## config.mk

```make
export PLATFORM = sky130hd
export DESIGN_NAME = la_dpram_ctrl_flat
export DESIGN_NICKNAME = d
export VERILOG_FILES = /design/src/rtl/la_dpram_ctrl_if.sv /design/src/rtl/la_dpram_ctrl.sv /design/src/flat_wrapper.sv
export SDC_FILE = /design/constraint.sdc
export NUM_CORES = 1
export LEC_CHECK = 0
export ABC_AREA = 0
export ABC_CLOCK_PERIOD_IN_PS = 2800
export BUFFER_PORTS_ARGS = -buffer_cell sky130_fd_sc_hd__buf_2
export CORE_AREA = 10 10 117 119
export DETAILED_ROUTE_END_ITERATION = 8
export DIE_AREA = 0 0 127 129
export PLACE_DENSITY = 0.56
export SYNTH_ARGS = -nofsm -noshare
export SYNTH_HDL_FRONTEND = slang
export SYNTH_SLANG_ARGS = --single-unit
```

## constraint.sdc

```tcl
create_clock -name clk -period 2.8 [get_ports clk]
set_input_delay 0.56 -clock clk [delete_from_list [all_inputs] [get_ports clk]]
set_output_delay 0.56 -clock clk [all_outputs]
set_load 0.1 [all_outputs]
```

## src/rtl/la_dpram_ctrl_if.sv

```systemverilog
// Requester-side bus of la_dpram_ctrl: write ports A and B, one read port
// and the clear-complete status flag.
interface la_dpram_ctrl_if #(
   parameter int DW = 32,
   parameter int AW = 10
);

   logic          a_req;
   logic          a_gnt;
   logic [AW-1:0] a_addr;
   logic [DW-1:0] a_din;
   logic [DW-1:0] a_wmask;

   logic          b_req;
   logic          b_gnt;
   logic [AW-1:0] b_addr;
   logic [DW-1:0] b_din;
   logic [DW-1:0] b_wmask;

   logic          rd_req;
   logic          rd_gnt;
   logic [AW-1:0] rd_addr;
   logic          rd_valid;
   logic [DW-1:0] rd_dout;

   logic          init_done;

   modport master (
      output a_req, a_addr, a_din, a_wmask,
      output b_req, b_addr, b_din, b_wmask,
      output rd_req, rd_addr,
      input  a_gnt, b_gnt, rd_gnt, rd_valid, rd_dout, init_done
   );

   modport slave (
      input  a_req, a_addr, a_din, a_wmask,
      input  b_req, b_addr, b_din, b_wmask,
      input  rd_req, rd_addr,
      output a_gnt, b_gnt, rd_gnt, rd_valid, rd_dout, init_done
   );

endinterface

```

## src/rtl/la_dpram_ctrl.sv

```systemverilog
// Front-end for a 1-cycle-latency dual-port RAM: optional post-reset clear,
// round-robin arbitration of two write requesters, and a pass-through read port.
module la_dpram_ctrl #(
   parameter int DW   = 32,
   parameter int AW   = 10,
   parameter int INIT = 1
) (
   input  logic             clk,
   input  logic             nreset,
   la_dpram_ctrl_if.slave   bus,
   // RAM write port
   output logic             ram_wr_ce,
   output logic             ram_wr_we,
   output logic [AW-1:0]    ram_wr_addr,
   output logic [DW-1:0]    ram_wr_din,
   output logic [DW-1:0]    ram_wr_wmask,
   // RAM read port
   output logic             ram_rd_ce,
   output logic [AW-1:0]    ram_rd_addr,
   input  logic [DW-1:0]    ram_rd_dout
);

   typedef enum logic {
      ST_INIT,
      ST_RUN
   } state_t;

   // Identity of the requester granted most recently.
   typedef enum logic {
      RR_A,
      RR_B
   } rr_t;

   localparam state_t RESET_STATE = (INIT != 0) ? ST_INIT : ST_RUN;

   state_t        state;
   state_t        state_nxt;
   logic [AW-1:0] cnt;
   logic [AW-1:0] cnt_nxt;
   rr_t           rr_last;
   logic          rd_valid_q;
   logic          run;
   logic          a_gnt;
   logic          b_gnt;

   // Ports are open only in RUN and never while reset is asserted, which also
   // keeps grants low when INIT=0 resets straight into RUN.
   assign run = nreset && (state == ST_RUN);

   // ------------------------------------------------------------------
   // Write arbitration: uncontended requests win outright; on contention
   // the requester that was not granted last goes next.
   // ------------------------------------------------------------------
   always_comb begin
      // NOTE: every always_comb output gets a default before any branch so no
      // path leaves it unassigned, which would infer a latch.
      a_gnt = 1'b0;
      b_gnt = 1'b0;
      if (run) begin
         if (bus.a_req && bus.b_req) begin
            a_gnt = (rr_last == RR_B);
            b_gnt = (rr_last == RR_A);
         end else begin
            a_gnt = bus.a_req;
            b_gnt = bus.b_req;
         end
      end
   end

   // ------------------------------------------------------------------
   // Next state and RAM write port
   // ------------------------------------------------------------------
   always_comb begin
      state_nxt    = state;
      cnt_nxt      = cnt;
      ram_wr_ce    = 1'b0;
      ram_wr_we    = 1'b0;
      ram_wr_addr  = '0;
      ram_wr_din   = '0;
      ram_wr_wmask = '0;

      unique case (state)
         ST_INIT: begin
            if (nreset) begin
               ram_wr_ce    = 1'b1;
               ram_wr_we    = 1'b1;
               ram_wr_addr  = cnt;
               ram_wr_wmask = '1;
               cnt_nxt      = cnt + AW'(1);
               // Leave on the terminal count; the increment wraps cnt back
               // to 0, ready for the next clear.
               if (cnt == '1) begin
                  state_nxt = ST_RUN;
               end
            end
         end

         ST_RUN: begin
            if (a_gnt) begin
               ram_wr_ce    = 1'b1;
               ram_wr_we    = 1'b1;
               ram_wr_addr  = bus.a_addr;
               ram_wr_din   = bus.a_din;
               ram_wr_wmask = bus.a_wmask;
            end else if (b_gnt) begin
               ram_wr_ce    = 1'b1;
               ram_wr_we    = 1'b1;
               ram_wr_addr  = bus.b_addr;
               ram_wr_din   = bus.b_din;
               ram_wr_wmask = bus.b_wmask;
            end
         end

         default: begin
            state_nxt = RESET_STATE;
         end
      endcase
   end

   // ------------------------------------------------------------------
   // State registers
   // ------------------------------------------------------------------
   // NOTE: sequential state uses non-blocking assignments so every flop
   // samples pre-edge values regardless of statement order.
   always_ff @(posedge clk or negedge nreset) begin
      if (!nreset) begin
         state      <= RESET_STATE;
         cnt        <= '0;
         rr_last    <= RR_B;
         rd_valid_q <= 1'b0;
      end else begin
         state      <= state_nxt;
         cnt        <= cnt_nxt;
         rd_valid_q <= ram_rd_ce;
         if (a_gnt || b_gnt) begin
            rr_last <= b_gnt ? RR_B : RR_A;
         end
      end
   end

   // ------------------------------------------------------------------
   // Read port: granted whenever open; data is forwarded untouched, so a
   // same-cycle write to the read address is not visible until later.
   // ------------------------------------------------------------------
   assign bus.rd_gnt    = run && bus.rd_req;
   assign ram_rd_ce     = bus.rd_req && bus.rd_gnt;
   assign ram_rd_addr   = bus.rd_addr;
   assign bus.rd_valid  = rd_valid_q;
   assign bus.rd_dout   = ram_rd_dout;

   assign bus.a_gnt     = a_gnt;
   assign bus.b_gnt     = b_gnt;
   assign bus.init_done = run;

endmodule
```

## src/flat_wrapper.sv

```systemverilog
// flat-port wrapper written by rule: the top's interface ports become plain ports
module la_dpram_ctrl_flat 
#(
   parameter int DW   = 32,
   parameter int AW   = 10,
   parameter int INIT = 1
)
  (clk, nreset, ram_wr_ce, ram_wr_we, ram_wr_addr, ram_wr_din, ram_wr_wmask, ram_rd_ce, ram_rd_addr, ram_rd_dout, bus_a_req, bus_a_addr, bus_a_din, bus_a_wmask, bus_b_req, bus_b_addr, bus_b_din, bus_b_wmask, bus_rd_req, bus_rd_addr, bus_a_gnt, bus_b_gnt, bus_rd_gnt, bus_rd_valid, bus_rd_dout, bus_init_done);
  la_dpram_ctrl_if #(.DW(DW), .AW(AW)) bus_i ();
  input  logic clk;
  input  logic nreset;
  output logic ram_wr_ce;
  output logic ram_wr_we;
  output logic [AW-1:0] ram_wr_addr;
  output logic [DW-1:0] ram_wr_din;
  output logic [DW-1:0] ram_wr_wmask;
  output logic ram_rd_ce;
  output logic [AW-1:0] ram_rd_addr;
  input  logic [DW-1:0] ram_rd_dout;
  input wire logic [$bits(bus_i.a_req)-1:0] bus_a_req;
  input wire logic [$bits(bus_i.a_addr)-1:0] bus_a_addr;
  input wire logic [$bits(bus_i.a_din)-1:0] bus_a_din;
  input wire logic [$bits(bus_i.a_wmask)-1:0] bus_a_wmask;
  input wire logic [$bits(bus_i.b_req)-1:0] bus_b_req;
  input wire logic [$bits(bus_i.b_addr)-1:0] bus_b_addr;
  input wire logic [$bits(bus_i.b_din)-1:0] bus_b_din;
  input wire logic [$bits(bus_i.b_wmask)-1:0] bus_b_wmask;
  input wire logic [$bits(bus_i.rd_req)-1:0] bus_rd_req;
  input wire logic [$bits(bus_i.rd_addr)-1:0] bus_rd_addr;
  output wire logic [$bits(bus_i.a_gnt)-1:0] bus_a_gnt;
  output wire logic [$bits(bus_i.b_gnt)-1:0] bus_b_gnt;
  output wire logic [$bits(bus_i.rd_gnt)-1:0] bus_rd_gnt;
  output wire logic [$bits(bus_i.rd_valid)-1:0] bus_rd_valid;
  output wire logic [$bits(bus_i.rd_dout)-1:0] bus_rd_dout;
  output wire logic [$bits(bus_i.init_done)-1:0] bus_init_done;
  assign bus_i.a_req = bus_a_req;
  assign bus_i.a_addr = bus_a_addr;
  assign bus_i.a_din = bus_a_din;
  assign bus_i.a_wmask = bus_a_wmask;
  assign bus_i.b_req = bus_b_req;
  assign bus_i.b_addr = bus_b_addr;
  assign bus_i.b_din = bus_b_din;
  assign bus_i.b_wmask = bus_b_wmask;
  assign bus_i.rd_req = bus_rd_req;
  assign bus_i.rd_addr = bus_rd_addr;
  assign bus_a_gnt = bus_i.a_gnt;
  assign bus_b_gnt = bus_i.b_gnt;
  assign bus_rd_gnt = bus_i.rd_gnt;
  assign bus_rd_valid = bus_i.rd_valid;
  assign bus_rd_dout = bus_i.rd_dout;
  assign bus_init_done = bus_i.init_done;
  la_dpram_ctrl #(.DW(DW), .AW(AW), .INIT(INIT)) u_core (.clk(clk), .nreset(nreset), .bus(bus_i), .ram_wr_ce(ram_wr_ce), .ram_wr_we(ram_wr_we), .ram_wr_addr(ram_wr_addr), .ram_wr_din(ram_wr_din), .ram_wr_wmask(ram_wr_wmask), .ram_rd_ce(ram_rd_ce), .ram_rd_addr(ram_rd_addr), .ram_rd_dout(ram_rd_dout));
endmodule
```

; Word level (Yosys, flattened, before mapping)
; Cells that the tools add are included.
[totals]
regBits = 13
wordCells = 36
[op_classes]
n_addsub = 1
eq_ne = 1
muxes = 22
bitwise_logic = 2
reduce_logical = 6
[op_table]
columns = operator, n
row1 = two-way mux 32 bit, 6
row2 = one-hot mux 32 bit (2 select lines), 1
row3 = two-way mux 10 bit, 3
row4 = one-hot mux 10 bit (2 select lines), 1
row5 = "adder 10 x 1 -> 10 bit, second input constant", 1
row6 = "equality test 10 bit, second input constant", 1
row7 = two-way mux 1 bit, 10
row8 = logical AND 1 bit, 4
row9 = NOT 1 bit, 2
row10 = one-hot mux 1 bit (2 select lines), 1
row11 = AND reduction 2 bit, 1
row12 = logical OR 1 bit, 1

; Logic depth before layout (Yosys ltp)
; Gate-level depths: netlist of run 1.
[logic_depth]
ltp_word = 6
depth_mapped = 6
mapped_depth_nobuf = 4

; Least setup slack after synthesis of run 1
; Ideal clock, no wire load.
[synth_timing]
path_type = input to output
startpoint = in nreset
endpoint = out ram_wr_we
arrival_time_ps = 3493
required_time_ps = 2240
path_slack_ps = -1253
cell_stages = 3
path_buffers = 2
path_cell_list = buf_6 a21boi_0 buf_4
[synth_between]
elab_chain_len = 5
[synth_lines]
columns = item, line_no
row1 = from (decl), flat_wrapper.sv:11  ; input logic nreset;
row2 = logical AND 1 bit, la_dpram_ctrl.sv:48  ; assign run = nreset && (state == ST_RUN);
row3 = two-way mux 1 bit, la_dpram_ctrl.sv:59  ; if (run) begin
row4 = two-way mux 1 bit (2 in series), -
row5 = one-hot mux 1 bit (2 select lines) (*), -
row6 = to (decl), flat_wrapper.sv:13  ; output logic ram_wr_we;
; Mark *: on every way between the ends. The rest lies on a longest branch, timed or not.

; Worst setup path after layout of run 1
[layout_timing]
startpoint = reg u_core.state
endpoint = out ram_wr_wmask[20]
[layout_between]
elab_chain_len = 5
[layout_lines]
columns = item, line_no
row1 = from (decl), la_dpram_ctrl.sv:36  ; state_t state;
row2 = from (signal assigned), la_dpram_ctrl.sv:132  ; state <= state_nxt;
row3 = logical AND 1 bit, la_dpram_ctrl.sv:48
row4 = two-way mux 1 bit, la_dpram_ctrl.sv:59
row5 = two-way mux 32 bit, la_dpram_ctrl.sv:105  ; end else if (b_gnt) begin
row6 = two-way mux 32 bit, la_dpram_ctrl.sv:99  ; if (a_gnt) begin
row7 = one-hot mux 32 bit (2 select lines) (*), la_dpram_ctrl.sv:82  ; unique case (state)
row8 = to (decl), flat_wrapper.sv:16  ; output logic [DW-1:0] ram_wr_wmask;
; Marks and branches as above.

==> results of run 1 <==
[power by group]
group / internal (mW) / switching [mW]
Clock: 0.190 / 0.0846
Sequential: 0.244 / 0.0610
Combinational: 0.372 / 0.612
[cell type report]
class                      instances  area [sq um]  area share, %
multi-input combinational        130          1070           26.4
clock buffer                       3          75.1           1.85
inverter                           1          3.75         0.0925
tap                              143           179           4.41
sequential                        13           327           8.04
clock inverter                     1          5.00          0.123
timing repair buffer             241          2400           59.1
[kinds of logic after synthesis]
logic type | count (synthesis) | share of synthesized area (%)
AO/OA/AOI/OAI | 76 | 38.8
buffers and inverters | 66 | 25.4
AND/OR/NAND/NOR | 43 | 12.5
flip-flops | 13 | 17.8
XOR/XNOR | 9 | 4.29
multiplexers | 1 | 0.545
adder cells (fa/ha/maj) | 1 | 0.681
[stage by stage]
stage / std cells / cell area, sq um
finish: 532 / 4060
global route: 532 / 4060
CTS: 532 / 4060
detailed placement: 528 / 3980
global placement: 528 / 3980
floorplan: 209 / 1850
[registers in the layout, indices dropped and copies added, names as in the netlist]
name                 flops
u_core.cnt              10
u_core.rr_last           1
u_core.state             1
u_core.bus.rd_valid      1
[final timing paths]
path | endpoint | slack [ns] | cells past startpoint
setup / recovery | ram_wr_wmask[20] | 0.29 | 4
min in group clk | u_core.cnt[6]$_DFFE_PN0P_ | 0.49 | 1
hold / removal | u_core.bus.rd_valid$_DFF_PN0_ | 0.13 | 1
max in group asynchronous | u_core.cnt[5]$_DFFE_PN0P_ | 2.27 | 2
hold reg to reg | u_core.cnt[6]$_DFFE_PN0P_ | 0.49 | 1
setup reg to reg | u_core.cnt[6]$_DFFE_PN0P_ | 1.22 | 3
[cells in the mapped netlist]
cell | count | area share [%]
buf_4 | 44 | 18
a221o_1 | 41 | 22
a22o_1 | 32 | 15
buf_2 | 13 | 3.5
dfrtp_1 | 12 | 16
nand2_1 | 10 | 2.0
and2_1 | 9 | 3.1
buf_6 | 5 | 3.1
nand3_1 | 5 | 1.4
xnor2_1 | 5 | 2.4
nor2_1 | 4 | 0.82
xor2_1 | 4 | 1.9
and3_1 | 3 | 1.0
clkbuf_1 | 3 | 0.61
nor3_1 | 3 | 0.82
nand2b_1 | 2 | 0.68
a21boi_0 | 1 | 0.41
a21oi_1 | 1 | 0.27
a41o_1 | 1 | 0.54
and2_4 | 1 | 0.48
and2b_1 | 1 | 0.41
dfstp_2 | 1 | 1.4
ha_1 | 1 | 0.68
inv_1 | 1 | 0.20
mux2i_1 | 1 | 0.54
nand3b_1 | 1 | 0.41
nand4_1 | 1 | 0.34
nor4_1 | 1 | 0.34
or3_1 | 1 | 0.34
or4_1 | 1 | 0.41
[worst register-to-register path, cell delays in order (launching register included)]
cell and delay, ns:
dfrtp_1 0.47, nand2b_1 0.30, or4_1 0.56, xnor2_1 0.14
[routing by layer]
layer,wire (microns),vias up
li1,-,1135
met1,4280,1213
met2,5980,166
met3,982,35
met4,218,0
met5,0,-
==> impl_results.md, run 1 <==
* Tmin final at 2.51 ns
* Max Freq at 399 MHz
* DR vias/cell at 4.79
* FF+latch count, synth at 13
* Met3 GRT Util at 3.90%
* Synth Area per Inst at 8.79 sq um
* Gp weighted congestion at 0.793
* Cts bufs inserted at 3
* Most frequent cells in the layout: 159 x buf_2, 79 x buf_12, 41 x a221o_1
* Library cells used by synthesis at 30
* Crit path max fanout at 15
* Setup CP Type: flip-flop to output port
* First-pass GRT wire length at 16.8 mm
* Most common cell after layout, fill and taps aside: buf_2
* Share of cells above drive strength 1 at 66.3%
* Cell count after synthesis at 209
* Yosys warns at 0
* Synthesized net count at 405
* CP delay by family, top: buffers and inverters
* Worst-path clk slew at 0.04 ns
* Largest net degree at the start of global routing at 39
* CP Capture Type: output port
* Fillers at 1,143
* Max_cap viols at 0
* Post-CTS sizing at 0
* Area Growth Syn to Fin at 121%
* Fin nets at 586
* CTS tree: done
* Met1 Usage GRT at 14.1%
* Grt met2 use at 22.9%
* Setup Skew at 0.000469 ns
* Status: completed
* Drt drc at 0
* Critical Path Slowest Stage Cell: dfrtp_1
* Root Driver: clkbuf_16
* Aggregate global routing overflow at 0
* Die ar. at 0.0164 sq mm
* Post-layout util at 35.9%
* Initial Util at 16.2%
* Routed wire length at 11.5 mm
* Tot GR Track Use at 12.6%
* Final Max Slew Viols at 0
* Pre-CTS WS at 0.356 ns
* Min-Delay Path Class: input pin to async pin
* CP Cell Sequence: and2b_1 -> buf_4 -> a221o_1 -> buf_12
* Worst path required time at 2.24 ns
* CP max stage delay at 0.47 ns
* Period utilization at 89.5%
* RSZ-0062 raised after global routing: no
* Final hold slack at 0.134 ns
* Worst Path Arrival at 1.95 ns
* # diodes at 0
* Clk sinks at 13
* IO Port Bufs at 234
* I/O pin total at 319
* H-Tree Depth at 1
* Core Rows at 39
* Crit. Startpoint: u_core.state$_DFF_PN0_
* Drt pass-1 iters at 5
* Vias in the first global route at 2,697
* Die height at 129 microns
* Final WS setup at 0.295 ns
* Worst-skew pair later-pin latency at 0.25 ns
* Antenna-violating nets left at 0
* Initial antenna violation count at 0
* Buffers and inverters on the worst path at 2
* Dpl hpwl at 9.95 mm
* Setup TNS at 0 ns
* Total setup buffers inserted after CTS at 0
* Top Usage Layer GRT: met2
* Final Hold Viols at 0
* Die X at 127 microns
* R2r startpoint: u_core.state$_DFF_PN0_
* CP Launch Type: flip-flop
* VDD IR max at 0.000498 V
* Pleak at 1.95 nW
* 1st-iter DRT viols at 121
* Vias post-DR at 2,549
* Power per Cell Area at 385 mW/mm^2
* Register area share after synthesis at 17.8%
* Bufs on Longest Clock Path at 2
* Hold_buf cts at 0
* Final Total Pwr at 1.56 mW
* Worst Tran Pin Value at 0.501 ns
* Rel. slew slack at 66.9%
* # setup viols final at 0
* Synth Cell Area at 0.00184 sq mm
* Core Footprint at 0.0113 sq mm
* Wirelength per Cell at 21.5 microns
Power figures use the tool's default switching activity.
==> run 2: changes to the inputs <==
--- a/config.mk
+++ b/config.mk
@@ -12,5 +12,4 @@
 export DETAILED_ROUTE_END_ITERATION = 8
 export DIE_AREA = 0 0 127 129
-export PLACE_DENSITY = 0.56
 export SYNTH_ARGS = -nofsm -noshare
 export SYNTH_HDL_FRONTEND = slang
==> constraint.sdc (replaced) <==
create_clock -name clk -period 2.8 [get_ports clk]
set_input_delay 0.14 -clock clk [delete_from_list [all_inputs] [get_ports clk]]
set_output_delay 0.14 -clock clk [all_outputs]
set_load 0.1 [all_outputs]
==> impl_results.md, run 2 (same netlist as run 1, synthesis figures left out) <==
* Final WS setup at 0.172 ns
* DR vias/cell at 4.70
* Worst Reg2Reg Path Length in Cells at 3
* Largest net degree at the start of global routing at 64
* Share of cells above drive strength 1 at 63.6%
* Fin nets at 587
* Tmin final at 2.63 ns
* Root Driver: clkbuf_16
* Setup CP Type: input pin to output port
* Dpl hpwl at 9.46 mm
* Worst Tran Pin Value at 0.686 ns
* Post-CTS sizing at 0
* Final Hold Viols at 0
* Bufs on Longest Clock Path at 2
* Pre-CTS WS at 0.628 ns
* Largest reg by FF count: u_core.cnt
* Rel. slew slack at 54.3%
* Pleak at 1.73 nW
* CP Launch Type: input pin
* Cts bufs inserted at 3
* Vias in the first global route at 2,560
* Vias post-DR at 2,504
* Final Total Pwr at 1.48 mW
* I/O pin total at 319
* Max_cap viols at 0
* Max Freq at 381 MHz
* Initial antenna violation count at 1
* Most frequent cells in the layout: 212 x buf_2, 41 x a221o_1, 32 x a22o_1
* Power per Cell Area at 462 mW/mm^2
* Drt drc at 0
* Gp weighted congestion at 0.839
* IO Port Bufs at 234
* CP Capture Type: output port
* 1st-iter DRT viols at 140
* CTS tree: done
* Worst-skew pair later-pin latency at 0.24 ns
* Wirelength per Cell at 21.0 microns
* Worst path required time at 2.66 ns
* Area Growth Syn to Fin at 74.6%
* Setup TNS at 0 ns
* Most common cell after layout, fill and taps aside: buf_2
* First-pass GRT wire length at 15.6 mm
* Initial Util at 16.2%
* Die ar. at 0.0164 sq mm
* Largest register FFs at 10
* Core Footprint at 0.0113 sq mm
* # diodes at 0
* Period utilization at 93.9%
* Die X at 127 microns
* Routed wire length at 11.2 mm
* Antenna-violating nets left at 0
* Tot GR Track Use at 11.7%
* Setup Skew at 0.000775 ns
* VDD IR max at 0.000405 V
* Clk sinks at 13
* Status: completed
* Crit path max fanout at 36
* Final Max Slew Viols at 0
* Hold path depth at 2
* Drt pass-1 iters at 4
* Die height at 129 microns
* Min-Delay Path Class: input pin to flip-flop
* Worst Path Arrival at 2.49 ns
* Core Rows at 39
* # setup viols final at 0
* H-Tree Depth at 1
* RSZ-0062 raised after global routing: no
* Worst-path clk slew at 0.05 ns
* Aggregate global routing overflow at 0
run 2: final cells by class:
class                      count  area [sq um]
tap                          143           179
timing repair buffer         242          1560
sequential                    13           327
multi-input combinational    130          1060
clock buffer                   3          75.1
fill                        1218          8110
inverter                       1          3.75
clock inverter                 1          5.00
run 2: worst paths after layout:
kind	start	endpoint	slack (ns)
max in group asynchronous	nreset	u_core.rr_last$_DFFE_PN1P_	2.12
min in group asynchronous	nreset	u_core.cnt[2]$_DFFE_PN0P_	0.42
min	bus_rd_req	u_core.bus.rd_valid$_DFF_PN0_	0.19
min reg2reg	u_core.cnt[9]$_DFFE_PN0P_	u_core.cnt[9]$_DFFE_PN0P_	0.49
max reg2reg	u_core.state$_DFF_PN0_	u_core.cnt[6]$_DFFE_PN0P_	1.24
max	nreset	ram_wr_din[24]	0.17
run 2: repair_timing:
| item | in CTS | in global routing |
|---|---|---|
| hold buffers | 1 | 0 |
| endpoints found under the hold margin | 12 | 0 |
| buffers inserted | 0 | 0 |
run 2: through the flow:
step	hold WS [ns]	std cells	utilization, %	instance area, sq um
finish	0.191	533	28.3	3210
floorplan	-0.156	209	-	1840
global route	0.231	533	28.3	3210
global placement	0.140	528	27.6	3120
detailed placement	0.150	528	27.6	3120
CTS	0.196	533	28.3	3210
run 2: where the power goes:
part | switching [mW] | internal (mW) | total (mW)
clock network | 0.0840 | 0.190 | 0.274
registers | 0.0617 | 0.244 | 0.305
logic | 0.603 | 0.300 | 0.903
run 2: routing by layer:
metal / vias up / routed length (microns) / track usage, % / share of wire [%]
met4: 2 / 119 / 2.28 / 1.1
met1: 1178 / 4200 / 13.6 / 38
met3: 13 / 1280 / 4.56 / 11
li1: 1138 / - / - / -
met5: - / 13 / 0 / 0.12
met2: 173 / 5560 / 20.1 / 50
run 2: worst max-delay path: stages:
cell and delay [ns]:
dlygate4sd3_1 0.51, buf_2 0.12, buf_4 0.26, nand3_1 0.19, a21oi_4 0.16, buf_4 0.36, a22o_1 0.25, buf_2 0.45
==> run 3: changes to the inputs <==
ABC_CLOCK_PERIOD_IN_PS = 3200   (was 2800)
CELL_PAD_IN_SITES_DETAIL_PLACEMENT = 1   (was default)
CELL_PAD_IN_SITES_GLOBAL_PLACEMENT = 2   (was default)
CORE_AREA = default   (was 10 10 117 119)
CORE_ASPECT_RATIO = 0.7   (was default)
CORE_MARGIN = 10   (was default)
CORE_UTILIZATION = 12   (was default)
DIE_AREA = default   (was 0 0 127 129)
PLACE_DENSITY_LB_ADDON = 0.1   (was default)
clock period = 3.2 ns   (was 2.8 ns; I/O delays follow)
==> impl_results.md, run 3 (same netlist as run 1, synthesis figures left out) <==
* Tot GR Track Use at 10.4%
* Largest register FFs at 10
* Dpl hpwl at 10.4 mm
* VDD IR max at 0.000178 V
* Root Driver: clkbuf_16
* Period utilization at 86.5%
* Largest net degree at the start of global routing at 59
* Rel. slew slack at 61.5%
* Area of the multi-input gates at 0.00106 sq mm
* 1st-iter DRT viols at 128
* Setup TNS at 0 ns
* Final WS setup at 0.432 ns
* Final Total Pwr at 1.21 mW
* Power per Cell Area at 408 mW/mm^2
* Crit path max fanout at 19
* Die ar. at 0.0207 sq mm
* Initial Util at 12.4%
* Max Freq at 361 MHz
* Status: completed
* Die X at 168 microns
* CP Cell Sequence: dlygate4sd3_1 -> buf_2 -> buf_4 -> and2b_1 -> buf_4 -> a221o_1 -> buf_2
* Worst path required time at 3.04 ns
* Fin area at 0.00296 sq mm
* Most common cell after layout, fill and taps aside: buf_2
* Final Hold Viols at 0
* Pre-CTS WS at 0.825 ns
* # setup viols final at 0
* Share of cells above drive strength 1 at 63.1%
* DR vias/cell at 4.18
* CP Capture Type: output port
* Core Rows at 37
* Cts bufs inserted at 3
* Setup Skew at 0.00214 ns
* Critical Path Slowest Stage Cell: and2b_1
* CTS tree: done
* Routed wire length at 12.3 mm
* CP max stage delay at 0.53 ns
* Setup CP Type: input pin to output port
* Core Footprint at 0.0149 sq mm
* I/O pin total at 319
* Most frequent cells in the layout: 234 x buf_2, 41 x a221o_1, 32 x a22o_1
* Bufs on Longest Clock Path at 2
* Final Max Slew Viols at 0
* DP Area at 0.00286 sq mm
* Tmin final at 2.77 ns
* Total setup buffers inserted after CTS at 0
* Worst Path Arrival at 2.61 ns
* Worst-path clk slew at 0.05 ns
* Largest reg by FF count: u_core.cnt
* Drt drc at 0
* Antenna-violating nets left at 0
* IO Port Bufs at 234
* Aggregate global routing overflow at 0
* Die height at 124 microns
* Min-Delay Path Class: input pin to flip-flop
* Reg2Reg Setup Slack at 1.50 ns
* Drt pass-1 iters at 4
* RSZ-0062 raised after global routing: no
* Initial antenna violation count at 2
* CP Launch Type: input pin
* Vias post-DR at 2,439
* Wirelength per Cell at 21.1 microns
* H-Tree Depth at 1
* First-pass GRT wire length at 16.9 mm
* Fin nets at 585
* Worst-skew pair later-pin latency at 0.24 ns
* Storage cell area at 327 sq um
* Max_cap viols at 0
* Worst Tran Pin Value at 0.577 ns
* Clk sinks at 13
* Area Growth Syn to Fin at 60.8%
* Gp weighted congestion at 0.764
* Fillers at 1,818
* Vias in the first global route at 2,612
* Pleak at 1.64 nW
[run 3: area by class of cell]
cell class / count / area share, %
flip-flops and latches: 13 / 11.0
well taps: 195 / 8.26
multi-input cells: 130 / 35.7
repair buffers: 240 / 42.1
inverters: 1 / 0.127
clock buffers: 4 / 2.67
diodes: 1 / 0.0847
[run 3: routing by layer]
metal,up-vias,global-route usage (%),share of wire [%]
met4,0,1.90,1.1
met1,1148,12.0,40
met2,140,17.5,48
met3,14,4.88,11
li1,1137,-,-
met5,-,0,0
[run 3: final timing paths]
path	startpoint	to	cells after the start
setup reg to reg	u_core.state$_DFF_PN0_	u_core.cnt[2]$_DFFE_PN0P_	4
hold reg to reg	u_core.cnt[6]$_DFFE_PN0P_	u_core.cnt[6]$_DFFE_PN0P_	1
hold / removal	bus_rd_req	u_core.bus.rd_valid$_DFF_PN0_	2
min in group asynchronous	nreset	u_core.rr_last$_DFFE_PN1P_	2
setup / recovery	nreset	ram_wr_wmask[15]	7
max in group asynchronous	nreset	u_core.cnt[0]$_DFFE_PN0P_	3
[run 3: timing repair]
| action | in CTS | in global routing |
|---|---|---|
| resized for setup | 0 | 0 |
| hold buffers | 1 | 0 |
| endpoints found under the hold margin | 13 | 0 |
[run 3: stage by stage]
step / utilization (%) / instances / hold WS, ns
global route: 19.9 / 583 / 0.234
finish: 19.9 / 584 / 0.212
detailed placement: 19.3 / 578 / 0.151
CTS: 19.9 / 583 / 0.210
global placement: 19.3 / 578 / 0.145
floorplan: - / 209 / -0.136
[run 3: power breakdown]
part	switching [mW]	leakage, nW	internal (mW)
clock	0.0715	0.0382	0.168
combinational	0.510	1.44	0.187
sequential	0.0553	0.160	0.213
total	0.637	1.64	0.569
[run 3: critical path: cells and delay by family]
family / cells / cell delay (ns)
compound gates: 1 / 0.18
buf+inv: 5 / 1.73
simple gates: 1 / 0.53
